$ cat config.mk
export PLATFORM = sky130hd
export DESIGN_NAME = mux4_share_arbiter_flat
export DESIGN_NICKNAME = d
export VERILOG_FILES = /design/src/rtl/mux4_share_arbiter_pkg.sv /design/src/rtl/mux4_share_arbiter_if.sv /design/src/rtl/mux4_share_arbiter_rr_pick4.sv /design/src/rtl/mux4_share_arbiter.sv /design/src/flat_wrapper.sv
export SDC_FILE = /design/constraint.sdc
export NUM_CORES = 1
export LEC_CHECK = 0
export BUFFER_PORTS_ARGS = -buffer_cell sky130_fd_sc_hd__buf_2
export CORE_ASPECT_RATIO = 0.7
export CORE_UTILIZATION = 40
export DETAILED_ROUTE_END_ITERATION = 12
export PLACE_DENSITY = 0.58
export SLEW_MARGIN = 20
export SYNTH_ARGS = -nofsm -noshare
export SYNTH_HDL_FRONTEND = slang
export SYNTH_HIERARCHICAL = 1
export SYNTH_SLANG_ARGS = --single-unit
$ cat constraint.sdc
create_clock -name clk -period 3.4 [get_ports clk]
set_clock_uncertainty 0.1 [all_clocks]
set_input_delay 0 -clock clk [delete_from_list [all_inputs] [get_ports clk]]
set_output_delay 0 -clock clk [all_outputs]
set_load 0.01 [all_outputs]
$ cat src/rtl/mux4_share_arbiter_pkg.sv
// rtl/mux4_share_arbiter_pkg.sv - shared types and sizes for the mux4 share arbiter
package mux4_arb_pkg;

   localparam int NUM_REQ = 4;
   localparam int IDX_W   = 2;
   localparam int CNT_W   = 4;
   localparam int HOLD_W  = 8;

   typedef enum logic [1:0] {
      IDLE   = 2'd0,
      SETTLE = 2'd1,
      GRANT  = 2'd2
   } arb_state_e;

   function automatic logic [NUM_REQ-1:0] idx2onehot(input logic [IDX_W-1:0] idx);
      return NUM_REQ'(1) << idx;
   endfunction

endpackage

$ cat src/rtl/mux4_share_arbiter_if.sv
// rtl/mux4_share_arbiter_if.sv - requester handshake and selector control bundle
interface mux4_share_arbiter_if;
   import mux4_arb_pkg::*;

   logic [NUM_REQ-1:0] req;
   logic [NUM_REQ-1:0] gnt;
   logic [IDX_W-1:0]   sel;
   logic               enb_n;
   logic               busy;
   logic [IDX_W-1:0]   owner;

   // master: the arbiter; slave: requesters plus the selector it steers
   modport master (input req, output gnt, sel, enb_n, busy, owner);
   modport slave  (output req, input gnt, sel, enb_n, busy, owner);

endinterface

$ cat src/rtl/mux4_share_arbiter_rr_pick4.sv
// rtl/mux4_share_arbiter_rr_pick4.sv - combinational round-robin picker for four requesters
module rr_pick4
   import mux4_arb_pkg::*;
(
   input  logic [NUM_REQ-1:0] req_i,
   input  logic [IDX_W-1:0]   last_i,
   output logic               valid_o,
   output logic [IDX_W-1:0]   idx_o
);

   // Scan from lowest priority (last) up to highest (last+1) so the highest hit wins.
   always_comb begin
      valid_o = 1'b0;
      idx_o   = last_i;
      for (int k = NUM_REQ; k >= 1; k--) begin
         if (req_i[last_i + IDX_W'(k)]) begin
            valid_o = 1'b1;
            idx_o   = last_i + IDX_W'(k);
         end
      end
   end

endmodule

$ cat src/rtl/mux4_share_arbiter.sv
// rtl/mux4_share_arbiter.sv - round-robin owner of a shared 74S153-style dual 4:1 selector
module mux4_share_arbiter
   import mux4_arb_pkg::*;
#(
   parameter int SETTLE_CYCLES = 1,
   parameter int HOLD_MAX      = 8
) (
   input  logic                 clk,
   input  logic                 reset_n,
   mux4_share_arbiter_if.master bus
);

   arb_state_e         state_q;
   logic [IDX_W-1:0]   sel_q;
   logic [NUM_REQ-1:0] gnt_q;
   logic               enb_n_q;
   logic               busy_q;
   logic [IDX_W-1:0]   owner_q;
   logic [CNT_W-1:0]   cnt_q;
   logic [HOLD_W-1:0]  hold_q;

   logic               pick_valid;
   logic [IDX_W-1:0]   pick_idx;
   logic               release_now;

   rr_pick4 u_pick (
      .req_i   (bus.req),
      .last_i  (owner_q),
      .valid_o (pick_valid),
      .idx_o   (pick_idx)
   );

   assign release_now = !bus.req[sel_q] ||
                        ((HOLD_MAX != 0) && (hold_q == HOLD_W'(HOLD_MAX)));

   // gnt and enb_n always change on the same edge, keeping enb_n == ~|gnt.
   always_ff @(posedge clk or negedge reset_n) begin
      if (!reset_n) begin
         state_q <= IDLE;
         sel_q   <= '0;
         gnt_q   <= '0;
         enb_n_q <= 1'b1;
         busy_q  <= 1'b0;
         owner_q <= IDX_W'(NUM_REQ - 1);
         cnt_q   <= '0;
         hold_q  <= '0;
      end else begin
         case (state_q)
            IDLE: begin
               if (pick_valid) begin
                  sel_q  <= pick_idx;
                  busy_q <= 1'b1;
                  if (SETTLE_CYCLES == 0) begin
                     state_q <= GRANT;
                     gnt_q   <= idx2onehot(pick_idx);
                     enb_n_q <= 1'b0;
                     hold_q  <= HOLD_W'(1);
                  end else begin
                     state_q <= SETTLE;
                     cnt_q   <= CNT_W'(SETTLE_CYCLES);
                  end
               end
            end
            SETTLE: begin
               if (!bus.req[sel_q]) begin
                  state_q <= IDLE;
                  busy_q  <= 1'b0;
               end else if (cnt_q == CNT_W'(1)) begin
                  state_q <= GRANT;
                  gnt_q   <= idx2onehot(sel_q);
                  enb_n_q <= 1'b0;
                  hold_q  <= HOLD_W'(1);
               end else begin
                  cnt_q <= cnt_q - CNT_W'(1);
               end
            end
            GRANT: begin
               if (release_now) begin
                  state_q <= IDLE;
                  busy_q  <= 1'b0;
                  gnt_q   <= '0;
                  enb_n_q <= 1'b1;
                  owner_q <= sel_q;
               end else if (hold_q != '1) begin
                  hold_q <= hold_q + HOLD_W'(1);
               end
            end
            default: begin
               state_q <= IDLE;
               busy_q  <= 1'b0;
               gnt_q   <= '0;
               enb_n_q <= 1'b1;
            end
         endcase
      end
   end

   assign bus.gnt   = gnt_q;
   assign bus.sel   = sel_q;
   assign bus.enb_n = enb_n_q;
   assign bus.busy  = busy_q;
   assign bus.owner = owner_q;

endmodule

$ cat src/flat_wrapper.sv
// flat-port wrapper written by rule: the top's interface ports become plain ports
module mux4_share_arbiter_flat import mux4_arb_pkg::*;
#(
   parameter int SETTLE_CYCLES = 1,
   parameter int HOLD_MAX      = 8
)
  (clk, reset_n, bus_req, bus_gnt, bus_sel, bus_enb_n, bus_busy, bus_owner);
  mux4_share_arbiter_if bus_i ();
  input  logic clk;
  input  logic reset_n;
  input wire logic [$bits(bus_i.req)-1:0] bus_req;
  output wire logic [$bits(bus_i.gnt)-1:0] bus_gnt;
  output wire logic [$bits(bus_i.sel)-1:0] bus_sel;
  output wire logic [$bits(bus_i.enb_n)-1:0] bus_enb_n;
  output wire logic [$bits(bus_i.busy)-1:0] bus_busy;
  output wire logic [$bits(bus_i.owner)-1:0] bus_owner;
  assign bus_i.req = bus_req;
  assign bus_gnt = bus_i.gnt;
  assign bus_sel = bus_i.sel;
  assign bus_enb_n = bus_i.enb_n;
  assign bus_busy = bus_i.busy;
  assign bus_owner = bus_i.owner;
  mux4_share_arbiter #(.SETTLE_CYCLES(SETTLE_CYCLES), .HOLD_MAX(HOLD_MAX)) u_core (.clk(clk), .reset_n(reset_n), .bus(bus_i));
endmodule
==> flow_summary.yaml, run 1 <==
run_status:
  outcome: "finished clean"
floorplanning:
  initial_core_util: 0.4202
  die_area_mm2: 0.003990
  chipWidth_um: 75.08
  die_y_um: 53.15
  core_area_mm2: 0.003558
  rows: 18
  top_level_ports: 16
sta:
  setup_slack_ns: 1.222
  worstMarginPinSlew_ns: 0.7968
  drv_slew: 0
  finalHoldViolCount: 0
  period_needed_ns: 2.178
  rsz0062_at_grt: "no"
  setup_viol: 0
  timing.slew.headroom: 0.4632
  period_share: 0.6405
  setup_tns_ns: 0
  timing.hold.ws_ns: 0.02511
  max_freq_mhz: 459.2
worst_hold_path:
  hp-class: "primary input to flop"
  hold_start: "bus_req[1]"
clock_network:
  cts_tree: "built"
  htree_levels: 1
  cts.path.max_buffers: 2
  clk_latency_ns: 0.27
  cts_sinks: 24
  cts_setup_buffers: 0
  clk_pin_slew_ns: 0.08
  clockRootBuffer: "clkbuf_8"
  cts_buffers: 3
grt:
  grt-ovfl-total: 0
  track_usage: 0.1933
  grt_pass1_wl_mm: 5.492
  antenna_found_initial: 0
  grt_max_degree: 25
  grt_pass1_vias: 1102
synth:
  yosysMostFrequentCell: "dfrtp_1"
  avgSynthCellArea_um2: 9.709
  synth_seq_area_share: 0.4042
  ys.flop_type: "dfrtp_1"
  synth_area_leaders: "dfrtp_1 35%, dfstp_2 5.3%, nand2_1 3.5%"
  synth_cell_types: 47
  synth_commonest_cells: "21 x dfrtp_1, 14 x nand2_1, 13 x nor2_1"
  synth_edf_count: 0
  async_flop_share: 1.000
  synth_warnings: 6
  syn-num-nets: 164
  ys_ff_latch: 24
  synth_top_area_cell: "dfrtp_1"
  syn_inst: 154
  syn_area_mm2: 0.001495
  yosysTopAreaCellShare: 0.3515
detailed_routing:
  vias_per_cell: 5.849
  drt_iter0_drc: 79
  first_pass_iters: 4
  routed_wl_mm: 3.389
  drcViolationCount: 0
  antenna_left: 0
  wl_per_cell_um: 15.47
  via_count: 1281
cells_and_area:
  seq_area_um2: 604.3
  drive_above_1_share: 0.1893
  num-fill-cells: 354
  diodes: 0
  nNetsFinal: 180
  multi_input_area_um2: 823.3
  area_delta_synth_final_pct: 12.05
setup_path:
  critical_path_required_ns: 3.50
  timing.critical_path.from: "u_core/hold_q[0]$_DFFE_PN0P_"
  crit_arrival_ns: 2.28
  cp-end-kind: "flop"
  cp-start-kind: "flop"
  path_class: "flop to flop"
  r2r_start: "u_core/hold_q[0]$_DFFE_PN0P_"
  crit_path_max_fanout: 13
flow_run:
  cap_viol_max_count: 0
placed_design:
  gp_congestion: 0.8422
  port_buffers: 15
  dp_slack_ns: 0.9458
  dpl.hpwl_mm: 2.408
pwr:
  p_int_mw: 0.7904
  p_leak_nw: 0.7623
  max-vdd-ir-drop_uv: 385.7
  pwr-share-clk: 0.139
  pwr-share-seq: 0.377
  comb_power_share: 0.484
  p_sw_mw: 0.6214
  powerDensity_mw_per_mm2: 842.7
  switching_share: 0.4401
[power by group through the flow]
stage / Sequential (mW) / Combinational [mW] / Clock (mW)
6_report: 0.533 / 0.683 / 0.196
5_1_grt: 0.553 / 0.758 / 0.219
4_1_cts: 0.529 / 0.672 / 0.208
3_5_place_dp: 0.533 / 0.670 / 0
3_3_place_gp: 0.528 / 0.647 / 0
2_1_floorplan: 0.509 / 0.525 / 0
[cell usage in the layout (no fill, tap or decap), drive strengths merged, types with 2 or more instances in the layout]
master / instances
dfrtp: 21
buf: 16
nand2: 14
nor2: 13
inv: 10
o21ai: 7
a22o: 6
nand3: 6
clkbuf: 4
nand2b: 4
a21o: 4
nor3: 4
a21oi: 4
mux2: 4
ha: 4
and3: 4
nor2b: 3
o211ai: 3
or4: 3
a31o: 3
dfstp: 3
nand4: 2
a211o: 2
o22ai: 2
a211oi: 2
mux2i: 2
a31oi: 2
o2bb2ai: 2
nor3b: 2
[per-layer routing]
metal / track usage / wire length, um
met5: 0 / 0
met4: 0.06289 / 33
met3: 0.05524 / 146
met2: 0.2838 / 1485
met1: 0.2705 / 1723
[critical path, cell delays in order, from the launching register on]
cell and delay, ns:
dfrtp_1 0.45, inv_1 0.08, ha_1 0.15, nand4bb_1 0.14, o41ai_4 0.64, nand2_1 0.19
mux2_1 0.35
[what timing repair did]
action | in CTS | in global routing
hold endpoints to repair | 24 | 0
hold buffers | 1 | 0
gates resized for setup | 0 | 0
[cell type report]
| type | count | area share |
|---|---|---|
| Clock buffer | 4 | 0.03286 |
| Inverter | 10 | 0.02240 |
| Multi-Input combinational cell | 114 | 0.4914 |
| Sequential cell | 24 | 0.3607 |
| Tap cell | 50 | 0.03734 |
| Timing Repair Buffer | 17 | 0.05527 |
[worst paths after layout]
check | cells after the start | slack (ns) | to
setup / recovery | 6 | 1.22 | u_core/bus.owner[0]$_DFFE_PN1P_
hold / removal | 3 | 0.03 | u_core/bus.sel[0]$_DFFE_PN0P_
setup reg to reg | 6 | 1.22 | u_core/bus.owner[0]$_DFFE_PN1P_
hold reg to reg | 2 | 0.36 | u_core/bus.enb_n$_DFFE_PN1P_
max in group asynchronous | 2 | 2.68 | u_core/hold_q[6]$_DFFE_PN0P_
min in group asynchronous | 2 | 0.15 | u_core/hold_q[1]$_DFFE_PN0P_
[state kept, by name (all words and copies together) (netlist names)]
name / flops
u_core/bus.gnt: 4
u_core/bus.enb_n: 1
u_core/cnt_q: 4
u_core/bus.sel: 2
u_core/state_q: 2
u_core/hold_q: 8
u_core/bus.busy: 1
u_core/bus.owner: 2
[logic make-up after synthesis]
family                     after synthesis  share of synthesized area
AOI/OAI and AO/OA                       43                     0.2209
adders and majority gates                4                    0.03347
buffers and inverters                   16                    0.05272
DFF                                     24                     0.4042
muxes                                    7                    0.05857
and+or+nand+nor                         60                     0.2301
[through the flow]
stage / instance area (um2) / std cells / utilization / total power, mW
floorplan: 1495 / 154 / - / 1.034
global placement: 1599 / 214 / 0.4494 / 1.175
detailed placement: 1599 / 214 / 0.4494 / 1.203
CTS: 1664 / 219 / 0.4677 / 1.409
global route: 1675 / 219 / 0.4708 / 1.530
finish: 1675 / 219 / 0.4708 / 1.412
(Power assumes the default switching activity.)
==> inputs of run 2 (changes only) <==
PLACE_DENSITY = 0.6   (was 0.58)
clock period = 2 ns   (was 3.4 ns; I/O delays follow)
==> flow_summary.yaml, run 2 (same netlist as run 1, synthesis figures left out) <==
pwr:
  p_int_mw: 1.414
  switching_share: 0.4284
  pwr-share-clk: 0.119
  powerDensity_mw_per_mm2: 1437
  p_leak_nw: 0.7993
  max-vdd-ir-drop_uv: 914.8
  p_sw_mw: 1.060
  comb_power_share: 0.524
  pwr-share-seq: 0.357
detailed_routing:
  first_pass_iters: 4
  vias_per_cell: 5.645
  antenna_left: 0
  drcViolationCount: 0
  via_count: 1287
  routed_wl_mm: 3.415
  drt_iter0_drc: 83
  dr.max_layer_used: "met4"
  dr_wl_met2_mm: 1.492
  wl_per_cell_um: 14.98
  drt-met1-wl_mm: 1.600
  routed-wl-met3_um: 271
floorplanning:
  initial_core_util: 0.4202
  rows: 18
  chipWidth_um: 75.08
  die_area_mm2: 0.003990
  die_y_um: 53.15
  core_area_mm2: 0.003558
  top_level_ports: 16
grt:
  grt_pass1_vias: 1215
  antenna_found_initial: 0
  track_usage: 0.2033
  grt_pass1_wl_mm: 5.802
  grt-ovfl-total: 0
  grt_max_degree: 25
setup_path:
  r2r-end: "u_core/cnt_q[2]$_DFFE_PN0P_"
  crit_chain: "mux4_2, buf_4, nand2b_1, and2_1, a31o_1"
  cp-end-kind: "flop"
  r2r_start: "u_core/bus.sel[0]$_DFFE_PN0P_"
  cp-start-kind: "flop"
  crit_path_top_delay_cell: "mux4_2"
  path_buf_inv: 1
  crit_arrival_ns: 1.95
  cp_top_family: "multiplexers"
  critical_path_required_ns: 2.06
  reg2regPathDepth: 5
  crit_path_max_fanout: 12
  path_class: "flop to flop"
  r2r_slack_ns: 0.12
  slowest_delay_ns: 0.53
sta:
  timing.hold.ws_ns: 0.06090
  max_freq_mhz: 531.1
  timing.slew.headroom: 0.6391
  rsz0062_at_grt: "no"
  worstMarginPinSlew_ns: 0.5413
  period_needed_ns: 1.883
  setup_tns_ns: 0
  drv_slew: 0
  finalHoldViolCount: 0
  period_share: 0.9415
  setup_viol: 0
cells_and_area:
  layout.cells.most_common: "dfrtp_1"
  final_cell_mix: "21 x dfrtp_1, 15 x buf_2, 14 x nand2_1, 13 x nor2_1"
  area_delta_synth_final_pct: 15.15
  largest_register_ffs: 8
  largest-register: "u_core/hold_q"
  drive_above_1_share: 0.2247
  nNetsFinal: 189
  diodes: 0
clock_network:
  clockRootBuffer: "clkbuf_8"
  cts_hold_buf: 1
  cts_tree: "built"
  clk_latency_ns: 0.27
  clk_pin_slew_ns: 0.08
  cts_sinks: 24
  cts_resized: 0
  cts_buffers: 3
  cts_setup_buffers: 0
  cts.path.max_buffers: 2
  htree_levels: 1
worst_hold_path:
  hold_start: "bus_req[1]"
  hp-class: "primary input to flop"
  worstHoldEndpoint: "u_core/bus.sel[0]$_DFFE_PN0P_"
  whs_path_depth: 3
placed_design:
  dpl.hpwl_mm: 2.579
  port_buffers: 15
  gp_congestion: 0.9310
run_status:
  outcome: "finished clean"
flow_run:
  cap_viol_max_count: 0
==> run 2: changes by cell type in the layout (fill, tap and decap cells not counted), sizes merged <==
cell	before	now
buf	16	25
==> run 2: tightest hold or removal path: cells and delay by family <==
family                 cells  cell delay, ns
AO/OA/AOI/OAI              1            0.15
buffers and inverters      1            0.12
multiplexers               1            0.12
==> run 2: stage by stage <==
stage	utilization	std cells	setup slack [ns]	instance area, um2	total power, mW
6_report	0.4838	228	0.1170	1722	2.474
5_1_grt	0.4838	228	0.02188	1722	2.686
4_1_cts	0.4838	228	0.1122	1722	2.487
3_5_place_dp	0.4684	223	0.1298	1667	2.177
3_3_place_gp	0.4684	223	0.1738	1667	2.135
2_1_floorplan	-	154	0.1267	1495	1.758
==> run 2: final cells by class <==
| class | instances | area [um2] |
|---|---|---|
| multi-input combinational | 114 | 812.0 |
| inverter | 10 | 37.54 |
| tap | 50 | 62.56 |
| timing repair buffer | 26 | 160.2 |
| sequential | 24 | 604.3 |
| fill | 368 | 1837 |
| clock buffer | 4 | 45.04 |
==> run 2: per-layer routing <==
layer / vias up / GRT usage
li1: 622 / -
met2: 39 / 0.3093
met1: 622 / 0.2797
met5: - / 0
met3: 4 / 0.05143
met4: 0 / 0.06604
==> run 2: power by group through the flow <==
stage / Combinational (mW) / Clock, mW / Sequential [mW]
6_report: 1.30 / 0.294 / 0.884
5_1_grt: 1.44 / 0.332 / 0.917
4_1_cts: 1.29 / 0.308 / 0.885
3_5_place_dp: 1.28 / 0 / 0.895
3_3_place_gp: 1.25 / 0 / 0.881
2_1_floorplan: 0.893 / 0 / 0.865
==> run 2: worst max-delay path by stage <==
stage / start / endpoint / slack [ns] / cells past startpoint
floorplan: u_core/bus.sel[0]$_DFFE_PN0P_ / u_core/hold_q[6]$_DFFE_PN0P_ / 0.13 / 5
global placement: u_core/bus.sel[0]$_DFFE_PN0P_ / u_core/cnt_q[2]$_DFFE_PN0P_ / 0.17 / 5
detailed placement: u_core/bus.sel[0]$_DFFE_PN0P_ / u_core/cnt_q[2]$_DFFE_PN0P_ / 0.13 / 5
CTS: u_core/bus.sel[0]$_DFFE_PN0P_ / u_core/cnt_q[2]$_DFFE_PN0P_ / 0.11 / 5
global route: u_core/cnt_q[1]$_DFFE_PN0P_ / u_core/cnt_q[2]$_DFFE_PN0P_ / 0.02 / 6
finish: u_core/bus.sel[0]$_DFFE_PN0P_ / u_core/cnt_q[2]$_DFFE_PN0P_ / 0.12 / 5
==> inputs of run 3 (changes only) <==
PLACE_DENSITY = 0.58   (was 0.6)
clock period = 1.81 ns   (was 2 ns; I/O delays follow)
==> flow_summary.yaml, run 3 (same netlist as run 1, synthesis figures left out) <==
cells_and_area:
  drive_above_1_share: 0.3692
  largest_register_ffs: 8
  diodes: 0
  area_delta_synth_final_pct: 29.96
  num-fill-cells: 325
  seq_area_um2: 605.6
  layout.cells.most_common: "buf_4"
  final_cell_mix: "25 x buf_4, 20 x dfrtp_1, 15 x buf_2, 12 x nand2_1, 11 x nor2_1"
  multi_input_area_um2: 888.4
  nNetsFinal: 206
  largest-register: "u_core/hold_q"
setup_path:
  cp-end-kind: "flop"
  crit_path_top_delay_cell: "mux4_2"
  r2r-end: "u_core/bus.gnt[3]$_DFFE_PN0P_"
  critical_path_required_ns: 1.87
  slowest_delay_ns: 0.56
  reg2regPathDepth: 6
  path_class: "flop to flop"
  r2r_slack_ns: 0.01
  crit_cells: 6
  path_buf_inv: 2
  r2r_start: "u_core/bus.sel[0]$_DFFE_PN0P_"
  cp_top_family: "multiplexers"
  crit_path_max_fanout: 6
  crit_arrival_ns: 1.86
  crit_chain: "mux4_2, o41ai_2, buf_4, buf_6, a211oi_2, a31o_1"
  cp-start-kind: "flop"
sta:
  drv_slew: 0
  setup_slack_ns: 0.01166
  period_needed_ns: 1.798
  finalHoldViolCount: 0
  setup_viol: 0
  max_freq_mhz: 556.1
  period_share: 0.9936
  timing.slew.headroom: 0.6307
  worstMarginPinSlew_ns: 0.5539
  setup_tns_ns: 0
  rsz0062_at_grt: "yes"
grt:
  track_usage: 0.2008
  grt_max_degree: 25
  grt_pass1_vias: 1306
  grt-ovfl-total: 0
  grt_pass1_wl_mm: 5.920
  antenna_found_initial: 0
detailed_routing:
  drt_iter0_drc: 95
  via_count: 1349
  antenna_left: 0
  routed_wl_mm: 3.666
  first_pass_iters: 4
  drcViolationCount: 0
  wl_per_cell_um: 14.96
  vias_per_cell: 5.506
clock_network:
  clockRootBuffer: "clkbuf_8"
  clk_latency_ns: 0.26
  cts_buffers: 3
  htree_levels: 1
  clk_pin_slew_ns: 0.08
  cts_sinks: 24
  cts.path.max_buffers: 2
  cts_tree: "built"
pwr:
  powerDensity_mw_per_mm2: 1622
  p_leak_nw: 0.9208
  max-vdd-ir-drop_uv: 855.3
flow_run:
  cap_viol_max_count: 0
floorplanning:
  initial_core_util: 0.4202
  rows: 18
  die_y_um: 53.15
  top_level_ports: 16
  die_area_mm2: 0.003990
  core_area_mm2: 0.003558
  chipWidth_um: 75.08
placed_design:
  gp_congestion: 0.9279
  port_buffers: 15
  dpl.hpwl_mm: 2.687
  dp_slack_ns: -0.05312
worst_hold_path:
  whs_path_depth: 3
  hp-class: "primary input to flop"
  hold_start: "bus_req[1]"
  worstHoldEndpoint: "u_core/bus.sel[0]$_DFFE_PN0P_"
run_status:
  outcome: "finished clean"
==> run 3: worst max-delay path by stage <==
stage | startpoint | endpoint | slack, ns
floorplan | u_core/bus.sel[0]$_DFFE_PN0P_ | u_core/hold_q[6]$_DFFE_PN0P_ | 0.005
global placement | u_core/bus.sel[0]$_DFFE_PN0P_ | u_core/cnt_q[2]$_DFFE_PN0P_ | 0.003
detailed placement | u_core/bus.sel[0]$_DFFE_PN0P_ | u_core/cnt_q[2]$_DFFE_PN0P_ | -0.05
CTS | u_core/bus.sel[0]$_DFFE_PN0P_ | u_core/bus.owner[1]$_DFFE_PN1P_ | -0.001
global route | u_core/hold_q[0]$_DFFE_PN0P_ | u_core/bus.gnt[3]$_DFFE_PN0P_ | -0.07
finish | u_core/bus.sel[0]$_DFFE_PN0P_ | u_core/bus.gnt[3]$_DFFE_PN0P_ | 0.01
==> run 3: area by class of cell <==
type,count,area share
inverters,10,0.01932
repair buffers,43,0.1565
clock buffers,4,0.02318
flip-flops and latches,24,0.3117
multi-input cells,114,0.4572
well taps,50,0.03220
==> run 3: timing repair <==
action	CTS	global route
hold buffers	1	0
endpoints found under the setup margin	3	15
buffers inserted	0	3
resized for setup	2	17
hold endpoints to repair	24	0
pin swaps	1	3
==> run 3: layer usage <==
| layer | GRT usage | share of wire | vias up |
|---|---|---|---|
| met5 | 0 | 0 | - |
| met4 | 0.02830 | 0 | 0 |
| met3 | 0.04571 | 0.039 | 0 |
| met2 | 0.3288 | 0.47 | 32 |
| met1 | 0.2759 | 0.49 | 667 |
| li1 | - | - | 650 |
==> run 3: tightest hold or removal path: cells and delay by family <==
family	cells	cell delay (ns)
compound gates	1	0.15
buf+inv	1	0.13
mux	1	0.12
==> run 3: power breakdown <==
| group | internal (mW) | switching (mW) | total [mW] |
|---|---|---|---|
| Sequential | 0.743 | 0.204 | 0.947 |
| Combinational | 0.955 | 0.928 | 1.88 |
| Clock | 0.157 | 0.164 | 0.321 |
| Total | 1.85 | 1.30 | 3.15 |
==> run 3: per-stage QoR <==
| step | cell area [um2] | power (mW) | utilization | std cells | hold slack, ns |
|---|---|---|---|---|---|
| floorplan | 1501 | 1.955 | - | 154 | -0.3956 |
| global placement | 1790 | 2.553 | 0.5032 | 237 | -0.08566 |
| detailed placement | 1790 | 2.608 | 0.5032 | 237 | -0.07601 |
| CTS | 1856 | 2.978 | 0.5214 | 242 | 0.05391 |
| global route | 1943 | 3.387 | 0.5461 | 245 | 0.08122 |
| finish | 1943 | 3.151 | 0.5461 | 245 | 0.06845 |
